## src/rtl/round_scheduler_pkg.sv

```systemverilog
// round_sched_pkg: shared FSM state encoding and banner ids for the round scheduler
package round_sched_pkg;

    typedef enum logic [2:0] {
        IDLE,
        REGEN,
        COUNTDOWN,
        RUN,
        PAUSED,
        WIN,
        LOSE,
        FAULT
    } state_e;

    localparam int unsigned BANNER_TITLE = 0;
    localparam int unsigned BANNER_WIN   = 1;
    localparam int unsigned BANNER_LOSE  = 2;
    localparam int unsigned BANNER_FAULT = 3;

endpackage

```

## src/rtl/round_scheduler_sec_tick_gen.sv

```systemverilog
// sec_tick_gen: one-cycle tick every TICK_DIV enabled cycles, counter held at zero while disabled
module sec_tick_gen
    import round_sched_pkg::*;
#(
    parameter int TICK_DIV = 25_000_000
) (
    input  logic clk,
    input  logic rst_n,
    input  logic i_en,
    output logic o_tick
);

    localparam int CW = $clog2(TICK_DIV);

    logic [CW-1:0] cnt_q, cnt_d;

    assign o_tick = i_en && (cnt_q == CW'(TICK_DIV - 1));

    // Count while enabled, wrap on tick, restart from zero whenever disabled
    always_comb cnt_d = (!i_en || o_tick) ? '0 : cnt_q + 1'b1;

    // Counter register
    always_ff @(posedge clk) begin
        if (!rst_n) cnt_q <= '0;
        else        cnt_q <= cnt_d;
    end

endmodule

```

## src/rtl/round_scheduler.sv

```systemverilog
// round_scheduler: round sequencing FSM (regen handshake, countdown, run/pause, win/lose, rating); option ROUND_SCHED_AUTO_ADVANCE_EN
module round_scheduler
    import round_sched_pkg::*;
#(
    parameter int RATING_WIDTH  = 8,
    parameter int NUM_IMAGES    = 4,
    parameter int TICK_DIV      = 25_000_000,
    parameter int COUNTDOWN_SEC = 3,
    parameter int READY_TIMEOUT = 4096
) (
    input  logic                          clk,
    input  logic                          rst_n,
    input  logic                          i_start,
    input  logic                          i_pause,
    input  logic                          i_win,
    input  logic                          i_lose,
    input  logic                          i_ready,
    output logic                          o_regen,
    output logic                          o_game_running,
    output logic [$clog2(NUM_IMAGES)-1:0] o_banner_num,
    output logic [3:0]                    o_countdown,
    output logic [RATING_WIDTH-1:0]       o_rating,
    output logic                          o_fault
);

    localparam int BW = $clog2(NUM_IMAGES);
    localparam int TW = $clog2(READY_TIMEOUT);

    state_e                  state_q, state_d;
    logic                    start_q;
    logic                    start_edge;
    logic [TW-1:0]           tmo_q, tmo_d;
    logic [3:0]              cd_q, cd_d;
    logic [RATING_WIDTH-1:0] rating_q, rating_d;
    logic                    regen_q, regen_d;
    logic                    run_q, run_d;
    logic                    fault_q, fault_d;
    logic [BW-1:0]           banner_q, banner_d;
    logic                    tick;
    logic                    tick_en;
`ifdef ROUND_SCHED_AUTO_ADVANCE_EN
    logic                    win_tick_q, win_tick_d;

    assign tick_en = (state_q == COUNTDOWN) || (state_q == WIN);
`else
    assign tick_en = (state_q == COUNTDOWN);
`endif

    assign start_edge = i_start & ~start_q;

    sec_tick_gen #(.TICK_DIV(TICK_DIV)) u_tick (
        .clk    (clk),
        .rst_n  (rst_n),
        .i_en   (tick_en),
        .o_tick (tick)
    );

    // Next-state, timeout counter and rating update
    always_comb begin
        state_d  = state_q;
        tmo_d    = '0;
        rating_d = rating_q;
`ifdef ROUND_SCHED_AUTO_ADVANCE_EN
        win_tick_d = 1'b0;
`endif
        case (state_q)
            IDLE, LOSE, FAULT: if (start_edge) state_d = REGEN;
            REGEN: begin
                tmo_d = tmo_q + 1'b1;
                if (i_ready && !regen_q)                 state_d = COUNTDOWN;
                else if (tmo_q == TW'(READY_TIMEOUT - 1)) state_d = FAULT;
            end
            COUNTDOWN: if (tick && cd_q == 4'd1) state_d = RUN;
            RUN: begin
                if (i_lose) begin
                    state_d  = LOSE;
                    rating_d = '0;
                end else if (i_win) begin
                    state_d  = WIN;
                    rating_d = (&rating_q) ? rating_q : rating_q + 1'b1;
                end else if (i_pause) begin
                    state_d  = PAUSED;
                end
            end
            PAUSED: if (!i_pause) state_d = COUNTDOWN;
            WIN: begin
`ifdef ROUND_SCHED_AUTO_ADVANCE_EN
                win_tick_d = win_tick_q | tick;
                if (start_edge || (tick && win_tick_q)) state_d = REGEN;
`else
                if (start_edge) state_d = REGEN;
`endif
            end
            default: state_d = IDLE;
        endcase
    end

    // Registered outputs derived from the upcoming state
    always_comb begin
        regen_d  = (state_d == REGEN) && (state_q != REGEN);
        run_d    = (state_d == RUN);
        cd_d     = (state_d != COUNTDOWN) ? 4'd0 :
                   (state_q != COUNTDOWN) ? 4'(COUNTDOWN_SEC) :
                   tick                   ? cd_q - 4'd1 : cd_q;
        fault_d  = (state_d == FAULT) || (fault_q && !start_edge);
        banner_d = (state_d == WIN)   ? BW'(BANNER_WIN)   :
                   (state_d == LOSE)  ? BW'(BANNER_LOSE)  :
                   (state_d == FAULT) ? BW'(BANNER_FAULT) : BW'(BANNER_TITLE);
    end

    // State and output registers with synchronous active-low reset
    always_ff @(posedge clk) begin
        if (!rst_n) begin
            state_q  <= IDLE;
            start_q  <= 1'b0;
            tmo_q    <= '0;
            cd_q     <= '0;
            rating_q <= '0;
            regen_q  <= 1'b0;
            run_q    <= 1'b0;
            fault_q  <= 1'b0;
            banner_q <= '0;
        end else begin
            state_q  <= state_d;
            start_q  <= i_start;
            tmo_q    <= tmo_d;
            cd_q     <= cd_d;
            rating_q <= rating_d;
            regen_q  <= regen_d;
            run_q    <= run_d;
            fault_q  <= fault_d;
            banner_q <= banner_d;
        end
    end

`ifdef ROUND_SCHED_AUTO_ADVANCE_EN
    // Remembers the first second elapsed in WIN so the second one advances
    always_ff @(posedge clk) begin
        if (!rst_n) win_tick_q <= 1'b0;
        else        win_tick_q <= win_tick_d;
    end
`endif

    assign o_regen        = regen_q;
    assign o_game_running = run_q;
    assign o_banner_num   = banner_q;
    assign o_countdown    = cd_q;
    assign o_rating       = rating_q;
    assign o_fault        = fault_q;

endmodule
```

## config.mk

```make
export PLATFORM = sky130hd
export DESIGN_NAME = round_scheduler
export DESIGN_NICKNAME = d
export VERILOG_FILES = /design/src/rtl/round_scheduler_pkg.sv /design/src/rtl/round_scheduler_sec_tick_gen.sv /design/src/rtl/round_scheduler.sv
export SDC_FILE = /design/constraint.sdc
export NUM_CORES = 1
export LEC_CHECK = 0
export BUFFER_PORTS_ARGS = -buffer_cell sky130_fd_sc_hd__buf_4
export CAP_MARGIN = 10
export CORE_UTILIZATION = 58
export DETAILED_ROUTE_END_ITERATION = 10
export MAX_ROUTING_LAYER = met4
export PLACE_DENSITY = 0.86
export SLEW_MARGIN = 30
export SYNTH_ARGS = -nofsm -noshare
export SYNTH_HDL_FRONTEND = slang
export SYNTH_HIERARCHICAL = 1
export SYNTH_SLANG_ARGS = --single-unit
```

## constraint.sdc

```tcl
create_clock -name clk -period 5 [get_ports clk]
set_input_delay 1 -clock clk [delete_from_list [all_inputs] [get_ports clk]]
set_output_delay 1 -clock clk [all_outputs]
set_load 0.05 [all_outputs]
```

### After elaboration in Yosys (flattened, before gate mapping)

Cells that the tools add are included.

* bitwise logic cells: 3
* reductions and logical operators: 21
* eq/ne operators: 19
* add/subtract/negate cells: 4
* muxes and demuxes: 17

Operator list (number)
* $add 25x1->25 const B: 1
* $eq 25x25->1 const B: 1
* $mux 3: 8
* $mux 8: 3
* $eq 3x3->1 const B: 7
* $pmux 3 s5: 1
* $add 12x1->12 const B: 1
* $eq 12x12->1 const B: 1
* $eq 3x2->1 const B: 3
* $add 8x1->8 const B: 1
* $mux 2: 4
* $reduce_and 8->1: 1
* $eq 3x1->1 const B: 2
* $ne 3x2->1 const B: 2
* $reduce_or 2->1: 3
* $logic_and 1x1->1: 5
* $eq 4x1->1 const B: 1
* $reduce_bool 2->1: 2
* $reduce_or 4->1: 1
* $sub 4x1->4 const B: 1
* $logic_not 1->1: 3
* $logic_not 3->1: 1
* $ne 3x1->1 const B: 1
* $reduce_and 3->1: 1
* other kinds (7): 9

* input port bits: 7
* flip-flop bits (word level): 58

### Longest topological paths before layout

Gate-level depths: netlist (run 1).

* word-level depth: 9
* mapped depth: 9
* mapped depth without buffers: 8

### Modules after synthesis

The synthesis (run 1) kept the hierarchy.

By module, submodules not included
* round_scheduler: seq. area each 660.6 um^2, area each 1505.2 um^2, cells each 170, instances 1
* sec_tick_gen: seq. area each 500.5 um^2, area each 1173.6 um^2, cells each 133, instances 1

### Worst setup path before layout (run 1)

Ideal clock, no wire load.

* kind: flip-flop to flip-flop
* start point: register u_tick.cnt_q[3]
* end point: register run_q, in the netlist o_game_running
* required time: 4.940 ns
* library setup time: 0.060 ns
* period minus slack after synthesis: 2.427 ns
* cell stages (with the launch flop): 10
* slack: 2.573 ns
* arrival time: 2.366 ns
* cells stage by stage: dfxtp_1 -> and3_1 -> clkbuf_1 -> nand3_1 -> nor4_1 -> and2_1 -> or4bb_1 -> o22ai_1 -> a2bb2oi_2 -> and3b_1

* longest elaborated chain between the ends: 6

RTL lines
* from (decl): RTL line round_scheduler_sec_tick_gen.sv:15 `logic [CW-1:0] cnt_q, cnt_d;`
* from (signal assigned): RTL line round_scheduler_sec_tick_gen.sv:25 `else cnt_q <= cnt_d;`
* $eq 25x25->1: RTL line round_scheduler_sec_tick_gen.sv:17 `assign o_tick = i_en && (cnt_q == CW'(TICK_DIV - 1));`
* $logic_and 1x1->1: RTL line round_scheduler_sec_tick_gen.sv:17
* net tick: RTL line round_scheduler.sv:39 `logic tick;`
* $logic_and 1x1->1: RTL line round_scheduler.sv:73 `COUNTDOWN: if (tick && cd_q == 4'd1) state_d = RUN;`
* $mux 3: RTL line round_scheduler.sv:73
* $pmux 3 s5: RTL line round_scheduler.sv:66 `case (state_q)`
* $eq 3x2->1: RTL line round_scheduler.sv:101 `run_d = (state_d == RUN);`
* to (signal assigned): RTL line round_scheduler.sv:130 `run_q <= run_d;`
* to (decl): RTL line round_scheduler.sv:36 `logic run_q, run_d;`

The timed path passes the listed nets, and every way through them passes these cells.
A chain may end at the register's enable or synchronous reset.

### Worst setup path in the final report (run 1)

Same ends and word-level chain as after synthesis.

==> impl_results.html, run 1 <==
<table>
<tr><th>Metric</th><th>Value</th></tr>
<tr><th colspan="2">Status</th></tr>
<tr><td>Result of the run</td><td>complete, no violations</td></tr>
<tr><th colspan="2">Power</th></tr>
<tr><td>Max VDD drop</td><td>0.000262 V</td></tr>
<tr><td>Net switching power of the design</td><td>250 µW</td></tr>
<tr><td>Combinational cell fraction of total power</td><td>8.9%</td></tr>
<tr><td>P_int</td><td>797 µW</td></tr>
<tr><td>Power density cells</td><td>337 nW/µm²</td></tr>
<tr><td>Part of the power in the clock network</td><td>44.8%</td></tr>
<tr><td>Switching portion of total power</td><td>23.9%</td></tr>
<tr><td>Leak pwr</td><td>1.07 nW</td></tr>
<tr><td>Seq pwr share</td><td>46.3%</td></tr>
<tr><th colspan="2">Timing</th></tr>
<tr><td>Setup repair after global routing missed its margin</td><td>false</td></tr>
<tr><td>Number of max-slew violations in the final report</td><td>0</td></tr>
<tr><td>Fraction of the cycle the final worst path needs</td><td>53.7%</td></tr>
<tr><td>Pin slew with the least headroom to its limit</td><td>787 ps</td></tr>
<tr><td>Clock period minus final worst setup slack</td><td>2680 ps</td></tr>
<tr><td>Setup-failing EPs final</td><td>0</td></tr>
<tr><td>Hold Violations, Final</td><td>0</td></tr>
<tr><td>Max frequency</td><td>0.373 GHz</td></tr>
<tr><td>Slew Limit Headroom</td><td>47.1%</td></tr>
<tr><td>Clock Skew</td><td>5.61 ps</td></tr>
<tr><td>Sum of negative setup slack</td><td>0 ps</td></tr>
<tr><td>Worst Setup Slack, final</td><td>2320 ps</td></tr>
<tr><th colspan="2">GRT</th></tr>
<tr><td>Initial antenna violation count</td><td>0</td></tr>
<tr><td>Number of global-route vias before repair</td><td>2119</td></tr>
<tr><td>Overall Global Routing Usage</td><td>23.7%</td></tr>
<tr><td>Total gr overflow</td><td>0</td></tr>
<tr><td>Global-route wire length before repair</td><td>9.07 mm</td></tr>
<tr><td>Maximum number of pins on one net before global-route repair</td><td>26</td></tr>
<tr><th colspan="2">Synthesis</th></tr>
<tr><td>Mux share of post-synthesis cell area</td><td>0%</td></tr>
<tr><td>Combinational family with the most area after synthesis</td><td>simple AND/OR/NAND/NOR gates</td></tr>
<tr><td>Synthesized instance count</td><td>303</td></tr>
<tr><td>Simple-Gate Fraction of Synth Area</td><td>29.2%</td></tr>
<tr><td>Post-synthesis xor/xnor area fraction</td><td>10.1%</td></tr>
<tr><td>Compound-gate portion of the synthesized area</td><td>11.9%</td></tr>
<tr><td>Post-synth net total</td><td>315</td></tr>
<tr><td>Post-synth EDFFs</td><td>0</td></tr>
<tr><td>Post-synthesis average cell area</td><td>8.84 µm²</td></tr>
<tr><td>Number of synthesis warnings</td><td>6</td></tr>
<tr><td>Sequential cell area fraction in the yosys report</td><td>43.3%</td></tr>
<tr><td>Synthesized cell area</td><td>2680 µm²</td></tr>
<tr><td>Dominant register cell in the synthesized netlist</td><td>dfxtp_1</td></tr>
<tr><td>Total of flip-flops plus latches after synthesis</td><td>58</td></tr>
<tr><td>Post-Synth Adder-Cell Area</td><td>2.34%</td></tr>
<tr><td>Proportion of synthesized flip-flops having asynchronous set or reset</td><td>0%</td></tr>
<tr><td>Number of unique standard cell types used by synthesis</td><td>49</td></tr>
<tr><th colspan="2">Clocking</th></tr>
<tr><td>Number of clock buffers inserted by TritonCTS</td><td>9</td></tr>
<tr><td>Count of hold-fix buffers inserted at cts</td><td>0</td></tr>
<tr><td>Insertion delay to the later sink of the worst-skew pair</td><td>330 ps</td></tr>
<tr><td>Clock sink total</td><td>58</td></tr>
<tr><td>Clock tree from TritonCTS</td><td>done</td></tr>
<tr><td>Post-cts repair resize count</td><td>0</td></tr>
<tr><td>Clock-pin slew reported for the worst setup and hold paths after clock tree synthesis</td><td>60 ps</td></tr>
<tr><td>Buffer depth of the longest clock path</td><td>2</td></tr>
<tr><td>CTS H-Tree Depth</td><td>3</td></tr>
<tr><td>Post-CTS repair timing setup buffer count</td><td>0</td></tr>
<tr><td>CTS root buffer</td><td>clkbuf_8</td></tr>
<tr><th colspan="2">Critical path</th></tr>
<tr><td>Sequence of cells on the critical path</td><td>and3_1, nand3_1, nor4_1, and2_1, or4bb_1, o22ai_1, a2bb2oi_2, and3b_1</td></tr>
<tr><td>Worst path arrival time</td><td>2960 ps</td></tr>
<tr><td>Reg2reg path depth</td><td>8</td></tr>
<tr><td>Reg2reg end</td><td>o_game_running</td></tr>
<tr><td>Data required time at the worst endpoint</td><td>5270 ps</td></tr>
<tr><td>Worst-path fanout max</td><td>6</td></tr>
<tr><td>CP Capture Type</td><td>flip-flop</td></tr>
<tr><td>Slowest CP cell</td><td>dfxtp_1</td></tr>
<tr><td>Type of element launching the critical path</td><td>flip-flop</td></tr>
<tr><td>Crit-path max cell delay</td><td>410 ps</td></tr>
<tr><td>Internal reg-to-reg setup slack</td><td>2320 ps</td></tr>
<tr><td>Setup Crit Path Kind</td><td>flip-flop to flip-flop</td></tr>
<tr><td>Reg2reg start</td><td>u_tick/cnt_q[3]</td></tr>
<tr><th colspan="2">Placed design</th></tr>
<tr><td>Number of input and output port buffers inserted</td><td>23</td></tr>
<tr><td>Gpl congestion</td><td>0.848</td></tr>
<tr><td>Detailed placement HPWL</td><td>3.61 mm</td></tr>
<tr><td>Worst slack at placement</td><td>2400 ps</td></tr>
<tr><th colspan="2">Finish</th></tr>
<tr><td>Number of filler instances in the final layout</td><td>327</td></tr>
<tr><td>Count of inserted antenna diode cells</td><td>0</td></tr>
<tr><td>Fraction of layout cells with a size suffix above 1</td><td>14.3%</td></tr>
<tr><td>Number of nets in the finished design</td><td>343</td></tr>
<tr><td>Area Overhead vs Synth</td><td>15.9%</td></tr>
<tr><th colspan="2">Run</th></tr>
<tr><td>Max cap viols</td><td>0</td></tr>
<tr><th colspan="2">Min path</th></tr>
<tr><td>Hold Crit Class</td><td>flip-flop to flip-flop</td></tr>
<tr><td>Hold path cells</td><td>1</td></tr>
<tr><td>Worst hold start</td><td>tmo_q[0]</td></tr>
<tr><td>Terminating pin of the worst hold path</td><td>tmo_q[0]</td></tr>
<tr><th colspan="2">Die</th></tr>
<tr><td>Die area</td><td>4890 µm²</td></tr>
<tr><td>Horizontal die dimension</td><td>70.0 µm</td></tr>
<tr><td>Num rows</td><td>24</td></tr>
<tr><td>Effective utilization at floorplan</td><td>61.1%</td></tr>
<tr><td>Top-level I/O count</td><td>24</td></tr>
<tr><td>Placeable core region</td><td>4380 µm²</td></tr>
<tr><td>Vert. Die Dim</td><td>70.0 µm</td></tr>
<tr><th colspan="2">Route</th></tr>
<tr><td>Overall via count from detail_route</td><td>2265</td></tr>
<tr><td>Number of design rule violations left after detail routing</td><td>0</td></tr>
<tr><td>Antenna-violating nets left</td><td>0</td></tr>
<tr><td>Number of DRC markers after the initial detailed-route iteration</td><td>99</td></tr>
<tr><td>Final routed wirelength across all metal layers</td><td>5.16 mm</td></tr>
<tr><td>Avg WL per Cell</td><td>13.3 µm</td></tr>
<tr><td>Vias per std cell</td><td>5.84</td></tr>
<tr><td>DR pass1 iterations</td><td>4</td></tr>
</table>
power by group through the flow:
stage	Clock [mW]	Combinational [mW]	Sequential, mW
floorplan	0	0.0539	0.506
global placement	0	0.0893	0.494
global route	0.505	0.102	0.485
detailed placement	0	0.0918	0.494
CTS	0.477	0.0921	0.484
finish	0.469	0.0932	0.485
layout make-up:
| class | count | area [µm²] | area share, % |
|---|---|---|---|
| inverters | 11 | 41.3 | 1.33 |
| flip-flops and latches | 58 | 1160 | 37.4 |
| clock buffers | 11 | 141 | 4.55 |
| well taps | 52 | 65.1 | 2.10 |
| clock inverters | 5 | 77.6 | 2.50 |
| repair buffers | 24 | 184 | 5.92 |
| multi-input cells | 227 | 1440 | 46.2 |
routing by layer:
metal	wire length, µm	global-route usage [%]	vias up
met4	79	10.0	0
li1	-	-	1141
met3	240	7.07	10
met5	0	-	-
met1	2410	28.3	1063
met2	2430	37.3	51
placed cells by master (no fill, tap or decap), types with 7 or more instances in the layout:
cell,netlist,final
nand4_1,11,11
and3_1,7,7
xor2_1,17,17
dfxtp_1,58,58
o21ai_0,7,7
buf_4,1,23
nand2_1,21,21
or4_1,7,7
o31ai_1,8,8
a21oi_1,13,13
nor4_1,8,8
nand3_1,18,18
inv_1,10,10
clkbuf_8,0,10
xnor2_1,14,14
nor2_1,43,43
worst max path at each step:
stage	start	end	slack [ps]	cells past startpoint
3_3_place_gp	u_tick/cnt_q[3]	o_game_running	2480	8
5_1_grt	u_tick/cnt_q[3]	o_fault	2140	8
6_report	u_tick/cnt_q[3]	o_game_running	2320	8
4_1_cts	u_tick/cnt_q[3]	o_game_running	2350	8
3_5_place_dp	u_tick/cnt_q[3]	o_game_running	2400	8
2_1_floorplan	u_tick/cnt_q[3]	o_game_running	2570	9
per-stage QoR:
stage / utilization, % / power (mW) / hold WS, ps / cell area, µm² / std cells
3_5_place_dp: 65.6 / 0.586 / 452 / 2880 / 371
6_report: 70.8 / 1.05 / 463 / 3110 / 388
2_1_floorplan: - / 0.560 / 429 / 2680 / 303
5_1_grt: 70.8 / 1.09 / 488 / 3110 / 388
3_3_place_gp: 65.6 / 0.583 / 439 / 2880 / 371
4_1_cts: 70.6 / 1.05 / 468 / 3090 / 387
cells in the mapped netlist, drive strengths merged (7+ instances only):
| cell | instances | share of area, % |
|---|---|---|
| inv | 11 | 1.5 |
| nor2 | 43 | 6.0 |
| xor2 | 17 | 5.6 |
| o21ai | 8 | 1.5 |
| o31ai | 8 | 2.2 |
| nand2 | 21 | 2.9 |
| nand3 | 19 | 3.7 |
| or4 | 7 | 2.0 |
| dfxtp | 58 | 43 |
| xnor2 | 14 | 4.6 |
| nand4 | 11 | 2.6 |
| and3 | 8 | 1.9 |
| a21oi | 13 | 2.4 |
| nor4 | 8 | 1.9 |
flip-flops by register name, summed over array words and instances, names as in the netlist:
signal and cells:
tmo_q 12, o_game_running 1, o_countdown 4, o_banner_num 2, u_tick/cnt_q 25, o_regen 1, state_q 3, start_q 1
o_fault 1, o_rating 8
cells by family (layout without fill, tap and decap cells):
group | count (synthesis) | after routing
fa+ha+maj | 5 | 5
buf+inv | 18 | 51
flops | 58 | 58
xor+xnor | 31 | 31
compound gates | 44 | 44
simple gates | 147 | 147
critical path, delay by kind of cell, from the launching register on:
family / cells / cell delay [ps]
and+or+nand+nor: 6 / 1700
AOI/OAI and AO/OA: 2 / 500
DFF: 1 / 410
Power figures use the tool's default switching activity.
==> inputs of run 2 (changes only) <==
--- a/config.mk
+++ b/config.mk
@@ -7,10 +7,10 @@
 export LEC_CHECK = 0
 export BUFFER_PORTS_ARGS = -buffer_cell sky130_fd_sc_hd__buf_4
 export CAP_MARGIN = 10
-export CORE_UTILIZATION = 58
+export CORE_UTILIZATION = 53
 export DETAILED_ROUTE_END_ITERATION = 10
 export MAX_ROUTING_LAYER = met4
-export PLACE_DENSITY = 0.86
+export PLACE_DENSITY = 0.83
 export SLEW_MARGIN = 30
 export SYNTH_ARGS = -nofsm -noshare
 export SYNTH_HDL_FRONTEND = slang
==> constraint.sdc (replaced) <==
create_clock -name clk -period 2.3 [get_ports clk]
set_input_delay 0.46 -clock clk [delete_from_list [all_inputs] [get_ports clk]]
set_output_delay 0.46 -clock clk [all_outputs]
set_load 0.05 [all_outputs]
==> run 2 against run 1 <==
- the flow now finishes with violations (negative setup slack)
- clock power is 120% higher
- sequential share of layout area fell by 3.1 points
- first-iteration DRC count is 1.0% higher
- global-route usage is 0.43 points higher
- maximum frequency grew 15%
- worst setup slack got worse by 2300 ps
- core utilization is essentially flat
- sequential cell count stayed put
- sequential power is 110% higher
- die area rose by 9.2%
- combinational power rose to 2.7 times the previous value
==> impl_results.html, run 2 (synthesized netlist as in run 1, its figures left out) <==
<table>
<tr><th>Metric</th><th>Value</th></tr>
<tr><th colspan="2">Timing</th></tr>
<tr><td>Number of max-slew violations in the final report</td><td>0 (unchanged)</td></tr>
<tr><td>Min Hold Slack</td><td>335 ps (was 463 ps)</td></tr>
<tr><td>Max frequency</td><td>0.430 GHz (was 0.373 GHz)</td></tr>
<tr><td>Fraction of the cycle the final worst path needs</td><td>101% (was 53.7%)</td></tr>
<tr><td>Setup-failing EPs final</td><td>1 (was 0)</td></tr>
<tr><td>Setup repair after global routing missed its margin</td><td>true (was false)</td></tr>
<tr><td>Sum of negative setup slack</td><td>-25.6 ps (was 0 ps)</td></tr>
<tr><td>Clock period minus final worst setup slack</td><td>2330 ps (was 2680 ps)</td></tr>
<tr><td>Hold Violations, Final</td><td>0 (unchanged)</td></tr>
<tr><td>Slew Limit Headroom</td><td>60.9% (was 47.1%)</td></tr>
<tr><td>Worst Setup Slack, final</td><td>-25.6 ps (was 2320 ps)</td></tr>
<tr><td>Pin slew with the least headroom to its limit</td><td>578 ps (was 787 ps)</td></tr>
<tr><td>Clock Skew</td><td>9.43 ps (was 5.61 ps)</td></tr>
<tr><th colspan="2">Critical path</th></tr>
<tr><td>Worst path arrival time</td><td>2600 ps (was 2960 ps)</td></tr>
<tr><td>Data required time at the worst endpoint</td><td>2570 ps (was 5270 ps)</td></tr>
<tr><td>Slowest CP cell</td><td>or4bb_4 (was dfxtp_1)</td></tr>
<tr><td>Setup Crit Path Kind</td><td>flip-flop to flip-flop (unchanged)</td></tr>
<tr><td>Number of buffer and inverter instances along the worst setup path</td><td>0 (unchanged)</td></tr>
<tr><td>Crit-path max cell delay</td><td>480 ps (was 410 ps)</td></tr>
<tr><td>Sequence of cells on the critical path</td><td>nor4_4, nand2_1, nor4_2, and2_1, or4bb_4, o22ai_4, a2bb2oi_4, and3b_1 (was and3_1, nand3_1, nor4_1, and2_1, or4bb_1, o22ai_1, a2bb2oi_2, and3b_1)</td></tr>
<tr><td>Type of element launching the critical path</td><td>flip-flop (unchanged)</td></tr>
<tr><td>CP Capture Type</td><td>flip-flop (unchanged)</td></tr>
<tr><td>Worst-path fanout max</td><td>5 (was 6)</td></tr>
<tr><td>Top cell family by delay on the critical path</td><td>simple AND/OR/NAND/NOR gates (unchanged)</td></tr>
<tr><th colspan="2">Finish</th></tr>
<tr><td>Utilization of the core after routing</td><td>70.9% (was 70.8%)</td></tr>
<tr><td>Finished Layout Cells</td><td>426 (was 388)</td></tr>
<tr><td>Most common cell after layout, fill and taps aside</td><td>dfxtp_1 (unchanged)</td></tr>
<tr><td>Sequential cell area</td><td>1160 µm² (about the same)</td></tr>
<tr><td>Fraction of layout cells with a size suffix above 1</td><td>22.8% (was 14.3%)</td></tr>
<tr><td>Combined area of the multi-input logic cells</td><td>1530 µm² (was 1440 µm²)</td></tr>
<tr><td>Largest register FFs</td><td>25 (unchanged)</td></tr>
<tr><td>Register with the most flip-flops</td><td>u_tick/cnt_q (unchanged)</td></tr>
<tr><td>Post-route cell area</td><td>3390 µm² (was 3110 µm²)</td></tr>
<tr><td>Number of filler instances in the final layout</td><td>368 (was 327)</td></tr>
<tr><td>Area Overhead vs Synth</td><td>26.6% (was 15.9%)</td></tr>
<tr><td>Number of nets in the finished design</td><td>366 (was 343)</td></tr>
<tr><td>Count of inserted antenna diode cells</td><td>0 (unchanged)</td></tr>
<tr><td>Most frequent cells in the layout</td><td>dfxtp_1 (57), buf_4 (47), nor2_1 (43), nand2_1 (21) (was dfxtp_1 (58), nor2_1 (43), buf_4 (23), nand2_1 (21), nand3_1 (18))</td></tr>
<tr><th colspan="2">GRT</th></tr>
<tr><td>Maximum number of pins on one net before global-route repair</td><td>26 (unchanged)</td></tr>
<tr><td>Overall Global Routing Usage</td><td>24.1% (was 23.7%)</td></tr>
<tr><td>Total gr overflow</td><td>0 (unchanged)</td></tr>
<tr><td>Number of global-route vias before repair</td><td>2304 (was 2119)</td></tr>
<tr><td>Global-route wire length before repair</td><td>9.58 mm (was 9.07 mm)</td></tr>
<tr><td>Initial antenna violation count</td><td>0 (unchanged)</td></tr>
<tr><th colspan="2">Power</th></tr>
<tr><td>Power density cells</td><td>685 nW/µm² (was 337 nW/µm²)</td></tr>
<tr><td>Total power</td><td>2.32 mW (was 1.05 mW)</td></tr>
<tr><td>Max VDD drop</td><td>0.000480 V (was 0.000262 V)</td></tr>
<tr><td>Leak pwr</td><td>1.21 nW (was 1.07 nW)</td></tr>
<tr><th colspan="2">Die</th></tr>
<tr><td>Vert. Die Dim</td><td>73.1 µm (was 70.0 µm)</td></tr>
<tr><td>Die area</td><td>5340 µm² (was 4890 µm²)</td></tr>
<tr><td>Horizontal die dimension</td><td>73.1 µm (was 70.0 µm)</td></tr>
<tr><td>Num rows</td><td>25 (was 24)</td></tr>
<tr><td>Placeable core region</td><td>4790 µm² (was 4380 µm²)</td></tr>
<tr><td>Effective utilization at floorplan</td><td>56.0% (was 61.1%)</td></tr>
<tr><td>Top-level I/O count</td><td>24 (unchanged)</td></tr>
<tr><th colspan="2">Clocking</th></tr>
<tr><td>Insertion delay to the later sink of the worst-skew pair</td><td>340 ps (was 330 ps)</td></tr>
<tr><td>Buffer depth of the longest clock path</td><td>2 (unchanged)</td></tr>
<tr><td>Clock sink total</td><td>58 (unchanged)</td></tr>
<tr><td>CTS root buffer</td><td>clkbuf_8 (unchanged)</td></tr>
<tr><td>CTS H-Tree Depth</td><td>3 (unchanged)</td></tr>
<tr><td>Number of clock buffers inserted by TritonCTS</td><td>9 (unchanged)</td></tr>
<tr><td>Clock tree from TritonCTS</td><td>done (unchanged)</td></tr>
<tr><td>Count of hold-fix buffers inserted at cts</td><td>0 (unchanged)</td></tr>
<tr><td>Clock-pin slew reported for the worst setup and hold paths after clock tree synthesis</td><td>70 ps (was 60 ps)</td></tr>
<tr><th colspan="2">Route</th></tr>
<tr><td>Number of design rule violations left after detail routing</td><td>0 (unchanged)</td></tr>
<tr><td>Number of DRC markers after the initial detailed-route iteration</td><td>100 (was 99)</td></tr>
<tr><td>Antenna-violating nets left</td><td>0 (unchanged)</td></tr>
<tr><td>Vias per std cell</td><td>5.59 (was 5.84)</td></tr>
<tr><td>Overall via count from detail_route</td><td>2382 (was 2265)</td></tr>
<tr><td>Final routed wirelength across all metal layers</td><td>5.81 mm (was 5.16 mm)</td></tr>
<tr><td>Avg WL per Cell</td><td>13.6 µm (was 13.3 µm)</td></tr>
<tr><td>DR pass1 iterations</td><td>4 (unchanged)</td></tr>
<tr><th colspan="2">Placed design</th></tr>
<tr><td>Detailed placement HPWL</td><td>3.95 mm (was 3.61 mm)</td></tr>
<tr><td>Post-detailed-placement cell area</td><td>3080 µm² (was 2880 µm²)</td></tr>
<tr><td>Gpl congestion</td><td>0.806 (was 0.848)</td></tr>
<tr><td>Number of input and output port buffers inserted</td><td>23 (unchanged)</td></tr>
<tr><td>Placed instance count</td><td>409 (was 371)</td></tr>
<tr><td>Worst slack at placement</td><td>-64.3 ps (was 2400 ps)</td></tr>
<tr><th colspan="2">Status</th></tr>
<tr><td>Violations in the final reports</td><td>negative setup slack</td></tr>
<tr><td>Result of the run</td><td>complete, but fails checks (was complete, no violations)</td></tr>
<tr><th colspan="2">Min path</th></tr>
<tr><td>Hold Crit Class</td><td>primary input to flip-flop (was flip-flop to flip-flop)</td></tr>
<tr><th colspan="2">Run</th></tr>
<tr><td>Max cap viols</td><td>0 (unchanged)</td></tr>
</table>
-- run 2: report_power, final --
part	switching [mW]	total, mW	internal (mW)
sequential	0.0164	1.04	1.03
combinational	0.162	0.254	0.0918
clock	0.393	1.03	0.636
total	0.571	2.32	1.75
-- run 2: repair_timing --
item                       CTS  global route
hold endpoints to repair     0             0
cloned                       0             0
buffers inserted             0             1
setup endpoints to repair    7             9
pin swaps                    4             8
gates resized for setup      2            12
-- run 2: worst paths after layout --
check                   start              end  slack [ps]  depth (start not counted)
min                   i_start          start_q         340                          2
max          u_tick/cnt_q[17]   o_game_running         -30                          8
max reg2reg  u_tick/cnt_q[17]   o_game_running         -30                          8
min reg2reg   u_tick/cnt_q[0]  u_tick/cnt_q[0]         470                          1
-- run 2: final cells by class --
class,count,share of cell area [%]
Multi-Input combinational cell,227,45.2
Sequential cell,58,34.3
Timing Repair Buffer,47,10.4
Clock buffer,11,4.17
Tap cell,67,2.47
Clock inverter,5,2.29
Inverter,11,1.22
-- run 2: layer usage --
metal | vias up | global-route usage (%) | routed length [µm]
met3 | 16 | 8.15 | 289
li1 | 1190 | - | -
met4 | 0 | 13.1 | 121
met5 | - | - | 0
met1 | 1118 | 24.0 | 2350
met2 | 58 | 41.5 | 3050
